`src/rtl/button_pkg.sv`:
```
// Shared types and constants for the button front-end: FSM states, command
// encoding, counter width and the fixed-priority arbitration helper.
package button_pkg;

  localparam int CNT_W = 32;

  typedef enum logic [1:0] {
    ST_IDLE  = 2'd0,
    ST_APPLY = 2'd1,
    ST_HOLD  = 2'd2
  } state_t;

  typedef enum logic [1:0] {
    CMD_NONE = 2'd0,
    CMD_INC  = 2'd1,
    CMD_DEC  = 2'd2,
    CMD_CLR  = 2'd3
  } cmd_t;

  // Clear beats decrement beats increment when several levels are high together.
  function automatic cmd_t pick_cmd(input logic inc, input logic dec, input logic clr);
    if (clr) begin
      return CMD_CLR;
    end else if (dec) begin
      return CMD_DEC;
    end else if (inc) begin
      return CMD_INC;
    end
    return CMD_NONE;
  endfunction

endpackage

```
`src/rtl/button_counter_arbiter_if.sv`:
```
// Board-side bundle: three active-low button pins in, LED counter and status out.
interface button_counter_arbiter_if;

  logic       inc_btn;
  logic       dec_btn;
  logic       clr_btn;
  logic [3:0] led;
  logic       busy;
  logic [1:0] cmd;

  modport master (
    output inc_btn,
    output dec_btn,
    output clr_btn,
    input  led,
    input  busy,
    input  cmd
  );

  modport slave (
    input  inc_btn,
    input  dec_btn,
    input  clr_btn,
    output led,
    output busy,
    output cmd
  );

endinterface

```
`src/rtl/btn_debounce.sv`:
```
// Synchronizes one active-low push-button and produces an active-high level
// that only flips after the input has disagreed for DEBOUNCE_COUNT cycles.
module btn_debounce
  import button_pkg::*;
#(
  parameter int unsigned DEBOUNCE_COUNT = 32'd5000000
) (
  input  logic clk,
  input  logic rst_btn,
  input  logic btn_n,
  output logic level
);

  logic             sync1_q;
  logic             sync2_q;
  logic             level_q;
  logic             level_d;
  logic [CNT_W-1:0] cnt_q;
  logic [CNT_W-1:0] cnt_d;

  // The counter tops out at DEBOUNCE_COUNT and clears on the flip, so it never wraps.
  always_comb begin
    level_d = level_q;
    cnt_d   = '0;
    if ((~sync2_q) != level_q) begin
      if (cnt_q == DEBOUNCE_COUNT) begin
        level_d = ~level_q;
      end else begin
        cnt_d = cnt_q + CNT_W'(1);
      end
    end
  end

  always_ff @(posedge clk) begin
    if (!rst_btn) begin
      sync1_q <= 1'b1;
      sync2_q <= 1'b1;
      level_q <= 1'b0;
      cnt_q   <= '0;
    end else begin
      sync1_q <= btn_n;
      sync2_q <= sync1_q;
      level_q <= level_d;
      cnt_q   <= cnt_d;
    end
  end

  assign level = level_q;

endmodule

```
`src/rtl/button_counter_arbiter.sv`:
```
// LED counter front-end: debounces three buttons, arbitrates them by priority
// and applies one counter update per press, with auto-repeat while held.
module button_counter_arbiter
  import button_pkg::*;
#(
  parameter int unsigned DEBOUNCE_COUNT = 32'd5000000,
  parameter int unsigned REPEAT_DELAY   = 32'd25000000,
  parameter int unsigned REPEAT_RATE    = 32'd5000000
) (
  input  logic                     clk,
  input  logic                     rst_btn,
  button_counter_arbiter_if.slave  bus
);

  logic inc_lvl;
  logic dec_lvl;
  logic clr_lvl;
  logic held;

  state_t           state_q, state_d;
  cmd_t             cmd_q, cmd_d;
  logic [3:0]       led_q, led_d;
  logic [CNT_W-1:0] hold_q, hold_d;
  logic             rpt_q, rpt_d;
  logic             busy_q, busy_d;

  btn_debounce #(.DEBOUNCE_COUNT(DEBOUNCE_COUNT)) u_inc (
    .clk     (clk),
    .rst_btn (rst_btn),
    .btn_n   (bus.inc_btn),
    .level   (inc_lvl)
  );

  btn_debounce #(.DEBOUNCE_COUNT(DEBOUNCE_COUNT)) u_dec (
    .clk     (clk),
    .rst_btn (rst_btn),
    .btn_n   (bus.dec_btn),
    .level   (dec_lvl)
  );

  btn_debounce #(.DEBOUNCE_COUNT(DEBOUNCE_COUNT)) u_clr (
    .clk     (clk),
    .rst_btn (rst_btn),
    .btn_n   (bus.clr_btn),
    .level   (clr_lvl)
  );

  // Only the button that won arbitration can end or extend the current press.
  always_comb begin
    held = 1'b0;
    case (cmd_q)
      CMD_INC: held = inc_lvl;
      CMD_DEC: held = dec_lvl;
      CMD_CLR: held = clr_lvl;
      default: held = 1'b0;
    endcase
  end

  always_comb begin
    state_d = state_q;
    cmd_d   = cmd_q;
    led_d   = led_q;
    hold_d  = hold_q;
    rpt_d   = rpt_q;
    busy_d  = busy_q;
    case (state_q)
      ST_IDLE: begin
        if (inc_lvl || dec_lvl || clr_lvl) begin
          cmd_d   = pick_cmd(inc_lvl, dec_lvl, clr_lvl);
          rpt_d   = 1'b0;
          state_d = ST_APPLY;
        end
      end
      ST_APPLY: begin
        case (cmd_q)
          CMD_INC: led_d = led_q + 4'd1;
          CMD_DEC: led_d = led_q - 4'd1;
          CMD_CLR: led_d = 4'd0;
          default: led_d = led_q;
        endcase
        hold_d  = rpt_q ? CNT_W'(REPEAT_RATE) : CNT_W'(REPEAT_DELAY);
        rpt_d   = 1'b1;
        state_d = ST_HOLD;
      end
      ST_HOLD: begin
        // Release wins over repeat; clear just waits out the hold at zero.
        if (!held) begin
          cmd_d   = CMD_NONE;
          state_d = ST_IDLE;
        end else if ((hold_q == '0) && (cmd_q != CMD_CLR)) begin
          state_d = ST_APPLY;
        end else if (hold_q != '0) begin
          hold_d = hold_q - CNT_W'(1);
        end
      end
      default: begin
        cmd_d   = CMD_NONE;
        state_d = ST_IDLE;
      end
    endcase
    busy_d = (state_d != ST_IDLE);
  end

  always_ff @(posedge clk) begin
    if (!rst_btn) begin
      state_q <= ST_IDLE;
      cmd_q   <= CMD_NONE;
      led_q   <= 4'd0;
      hold_q  <= '0;
      rpt_q   <= 1'b0;
      busy_q  <= 1'b0;
    end else begin
      state_q <= state_d;
      cmd_q   <= cmd_d;
      led_q   <= led_d;
      hold_q  <= hold_d;
      rpt_q   <= rpt_d;
      busy_q  <= busy_d;
    end
  end

  assign bus.led  = led_q;
  assign bus.busy = busy_q;
  assign bus.cmd  = cmd_q;

endmodule

```
`src/flat_wrapper.sv`:
```
// flat-port wrapper written by rule: the top's interface ports become plain ports
module button_counter_arbiter_flat import button_pkg::*;
#(
  parameter int unsigned DEBOUNCE_COUNT = 32'd5000000,
  parameter int unsigned REPEAT_DELAY   = 32'd25000000,
  parameter int unsigned REPEAT_RATE    = 32'd5000000
)
  (clk, rst_btn, bus_inc_btn, bus_dec_btn, bus_clr_btn, bus_led, bus_busy, bus_cmd);
  button_counter_arbiter_if bus_i ();
  input  logic clk;
  input  logic rst_btn;
  input wire logic [$bits(bus_i.inc_btn)-1:0] bus_inc_btn;
  input wire logic [$bits(bus_i.dec_btn)-1:0] bus_dec_btn;
  input wire logic [$bits(bus_i.clr_btn)-1:0] bus_clr_btn;
  output wire logic [$bits(bus_i.led)-1:0] bus_led;
  output wire logic [$bits(bus_i.busy)-1:0] bus_busy;
  output wire logic [$bits(bus_i.cmd)-1:0] bus_cmd;
  assign bus_i.inc_btn = bus_inc_btn;
  assign bus_i.dec_btn = bus_dec_btn;
  assign bus_i.clr_btn = bus_clr_btn;
  assign bus_led = bus_i.led;
  assign bus_busy = bus_i.busy;
  assign bus_cmd = bus_i.cmd;
  button_counter_arbiter #(.DEBOUNCE_COUNT(DEBOUNCE_COUNT), .REPEAT_DELAY(REPEAT_DELAY), .REPEAT_RATE(REPEAT_RATE)) u_core (.clk(clk), .rst_btn(rst_btn), .bus(bus_i));
endmodule
```
`config.mk`:
```
export PLATFORM = sky130hd
export DESIGN_NAME = button_counter_arbiter_flat
export DESIGN_NICKNAME = d
export VERILOG_FILES = /design/src/rtl/button_pkg.sv /design/src/rtl/button_counter_arbiter_if.sv /design/src/rtl/btn_debounce.sv /design/src/rtl/button_counter_arbiter.sv /design/src/flat_wrapper.sv
export SDC_FILE = /design/constraint.sdc
export NUM_CORES = 1
export LEC_CHECK = 0
export ABC_AREA = 1
export BUFFER_PORTS_ARGS = -buffer_cell sky130_fd_sc_hd__buf_2
export CAP_MARGIN = 10
export CORE_ASPECT_RATIO = 0.8
export CORE_UTILIZATION = 35
export CTS_CLUSTER_DIAMETER = 150
export DETAILED_ROUTE_END_ITERATION = 8
export GPL_TIMING_DRIVEN = 0
export HOLD_SLACK_MARGIN = 0.05
export SYNTH_ARGS = -nofsm -noshare
export SYNTH_HDL_FRONTEND = slang
export SYNTH_HIERARCHICAL = 1
export SYNTH_SLANG_ARGS = --single-unit
```
`constraint.sdc`:
```
create_clock -name clk -period 3.85 [get_ports clk]
set_input_delay 0.5775 -clock clk [delete_from_list [all_inputs] [get_ports clk]]
set_output_delay 0.5775 -clock clk [all_outputs]
set_load 0.02 [all_outputs]
```
==> results_dict.tcl <==
set metrics [dict create \
    outcome "finished clean" \
    fillerInstances 2597 \
    maxCapViolCount 0 \
    grt_usage_pct 19.55 \
    required_ps 4150 \
    p_int_mw 2.577 \
    instances_no_fill 1794 \
    min_period_ps 1936 \
    hold_ws_ps 328.8 \
    io_buffers 11 \
    ys_types 36 \
    synth-simple-area-share_pct 44.48 \
    cts_tree "done" \
    grt_pass1_wl_um 39260 \
    avgSynthCellArea_um2 6.150 \
    synth_top_family_by_area "simple AND/OR/NAND/NOR gates" \
    finish.instance_area_mm2 0.009883 \
    drv_slew 0 \
    grt_pass1_vias 7773 \
    peakVddDrop_mv 0.3006 \
    gp_congestion 0.9453 \
    clock_path_buffers 2 \
    detailed_place.area_mm2 0.009260 \
    core.rowCount 51 \
    cp_slowest_stage_delay_ps 300 \
    min_path_type "primary input to flop" \
    drtAntennaViolNets 0 \
    insertion_delay_ps 440 \
    wl_per_cell_um 13.42 \
    ys_seq_area_share_pct 33.41 \
    num-nets-final 1478 \
    dieArea_mm2 0.02581 \
    crit_path_top_delay_cell "dfxtp_1" \
    die_x_um 179.4 \
    p_leak_nw 3.459 \
    finalSetupViolCount 0 \
    drive_above_1_share_pct 9.763 \
    critPathCaptureType "flop" \
    antenna_found_initial 1 \
    grt_overflow 0 \
    die_y_um 143.9 \
    swShare_pct 22.67 \
    grt_max_degree 17 \
    slew-limit-headroom_pct 48.70 \
    power_density_mw_per_mm2 337.1 \
    first_pass_iters 5 \
    crit_type "flop to flop" \
    syn_area_mm2 0.008807 \
    hold_viol_final 0 \
    htreeDepth 4 \
    finalCritPeriodShare_pct 50.28 \
    area_growth_pct 12.22 \
    drtIter0Drc 717 \
    combPwrFrac_pct 1.2 \
    initial_core_util_pct 35.94 \
    viasPerCell 4.843 \
    pre_cts_slack_ps 1539 \
    startpoint_type "flop" \
    setup_tns_ps 0 \
    path_common_cell "nand2_1" \
    cts_buffers 17 \
    pwr-share-seq_pct 45.8 \
    p_clk_share_pct 53.0 \
    synth_cells 1432 \
    synth-seq-cells 147 \
    rsz0062_at_grt "no" \
    cts_num_sinks 147 \
    core-area_mm2 0.02450 \
    synth.area.mux_share_pct 0 \
    cp_data_arrival_time_ps 2230 \
    clock.fmax_mhz 516.6 \
    synth-adder-area-share_pct 1.648 \
    totalWireLength_um 24080 \
    clk_pin_slew_ps 60 \
    path_cells "inv_1 > ha_1 > clkbuf_2 > nand2_1 > nor2_1 > xor2_1 > o21ai_0 > nand2_1 > o21ai_1 > nor2_2" \
    synth-compound-area-share_pct 8.865 \
    dp.cells 1761 \
    worstRegToRegCells 10 \
    final_util_pct 40.33 \
    clk_root_buffer_cell "clkbuf_16" \
    min_path_cells 2 \
    cts_setup_buffers 0 \
    yosys_warnings 6 \
    skew_ps 12.08 \
    cp_max_fo 7 \
    synth_xor_area_share_pct 3.381 \
    drc 0 \
    place_hpwl_um 18240 \
    hold_buffers 0 \
    via_count 8689 \
    power_switching_mw 0.7553 \
    max_slew.worst_pin.slew_ps 769.6 \
    p_total_mw 3.332 \
    setup_slack_ps 1914 \
    synth_nets 1448 \
    post_cts_resized 0 \
    ios 12 \
]
-- path summary, 6_finish.rpt --
check | slack [ps] | from | endpoint
hold reg to reg | 410 | u_core/u_inc/sync1_q | u_core/u_inc/sync2_q
setup reg to reg | 1910 | u_core/hold_q[0] | u_core/hold_q[8]
hold / removal | 330 | bus_inc_btn | u_core/u_inc/sync1_q
setup / recovery | 1910 | u_core/hold_q[0] | u_core/hold_q[8]
-- power by group through the flow --
stage               combinational [mW]  clock, mW  sequential (mW)
finish                          0.0408       1.76             1.53
global route                    0.0453       1.87             1.53
CTS                             0.0419       1.80             1.53
detailed placement              0.0418          0             1.56
global placement                0.0415          0             1.56
floorplan                       0.0259          0             1.56
-- sequential cells by signal (all words and copies together) (netlist names) --
signal and flops:
u_core/hold_q 32, u_core/bus.busy 1, u_core/state_q 2, u_core/u_inc/cnt_q 32
u_core/u_inc/sync2_q 1, u_core/u_dec/sync1_q 1, u_core/u_clr/sync2_q 1, u_core/u_inc/level 1
u_core/u_clr/level 1, u_core/u_dec/cnt_q 32, u_core/u_clr/sync1_q 1, u_core/u_clr/cnt_q 32
u_core/bus.cmd 2, u_core/u_dec/level 1, u_core/u_dec/sync2_q 1, u_core/u_inc/sync1_q 1
u_core/bus.led 4, u_core/rpt_q 1
-- cell families (layout without fill, tap and decap cells) --
group	Yosys count	count (layout)
buffers and inverters	163	206
AOI/OAI and AO/OA	143	143
other	0	1
xor gates and xnor gates	34	34
and+or+nand+nor	934	934
DFF	147	147
adders and majority gates	11	11
-- cell type report --
cell class                 instances  area [um2]  area share (%)
timing repair buffer              11       55.05          0.5570
buffer                            21       190.2           1.924
tap                              318       397.9           4.026
antenna                            1       2.502         0.02532
clock buffer                      21       480.5           4.861
inverter                         142       533.0           5.393
clock inverter                    11       140.1           1.418
multi-input combinational       1122        5141           52.02
sequential                       147        2943           29.78
-- worst max-delay path: cells and delay by family, from the launching register on --
kind            cells  cell delay, ps
simple gates        4             570
compound gates      2             350
flops               1             300
buf+inv             2             300
fa+ha+maj           1             160
xor+xnor            1             120
-- cell usage after synthesis --
cell | instances | area, um2
nand2_1 | 451 | 1693
nor2_1 | 313 | 1175
dfxtp_1 | 147 | 2943
inv_1 | 139 | 521.8
a21oi_1 | 83 | 415.4
nand3_1 | 77 | 385.4
o21ai_0 | 32 | 160.2
nand2_2 | 26 | 162.7
nor2_2 | 23 | 143.9
xor2_1 | 23 | 201.4
a21oi_2 | 14 | 122.6
buf_6 | 13 | 146.4
nor2_4 | 11 | 123.9
xnor2_1 | 11 | 96.34
ha_1 | 10 | 125.1
nand3b_1 | 9 | 67.56
nand4_1 | 9 | 56.30
o21ai_1 | 9 | 45.04
or2_2 | 7 | 43.79
clkbuf_1 | 3 | 11.26
o21bai_1 | 3 | 22.52
or2_1 | 3 | 18.77
buf_1 | 2 | 7.510
inv_2 | 2 | 7.510
a21o_1 | 1 | 7.510
and2_1 | 1 | 6.260
buf_2 | 1 | 5.000
buf_8 | 1 | 15.01
clkbuf_2 | 1 | 5.000
clkinv_1 | 1 | 3.750
fa_1 | 1 | 20.02
nor2_8 | 1 | 20.02
nor3_1 | 1 | 5.000
nor3_2 | 1 | 10.01
o211ai_1 | 1 | 7.510
or2_0 | 1 | 6.260
-- cell usage in the layout (no fill, tap or decap), drive strengths merged, types with 9 or more instances in the layout --
master and n:
a21oi 97, buf 28, clkbuf 25, dfxtp 147
ha 10, inv 146, nand2 477, nand3 77
nand3b 9, nand4 9, nor2 348, o21ai 41
or2 11, xnor2 11, xor2 23
-- per-layer routing --
layer  share of wire, %  GRT usage [%]  vias up
li1                   -              -     4509
met1                 52          28.37     3952
met2                 41          28.99      206
met3                5.5          3.968       22
met4                1.1          5.219        0
met5                  0              0        -
No activity file was read; power rests on OpenSTA's default activity.
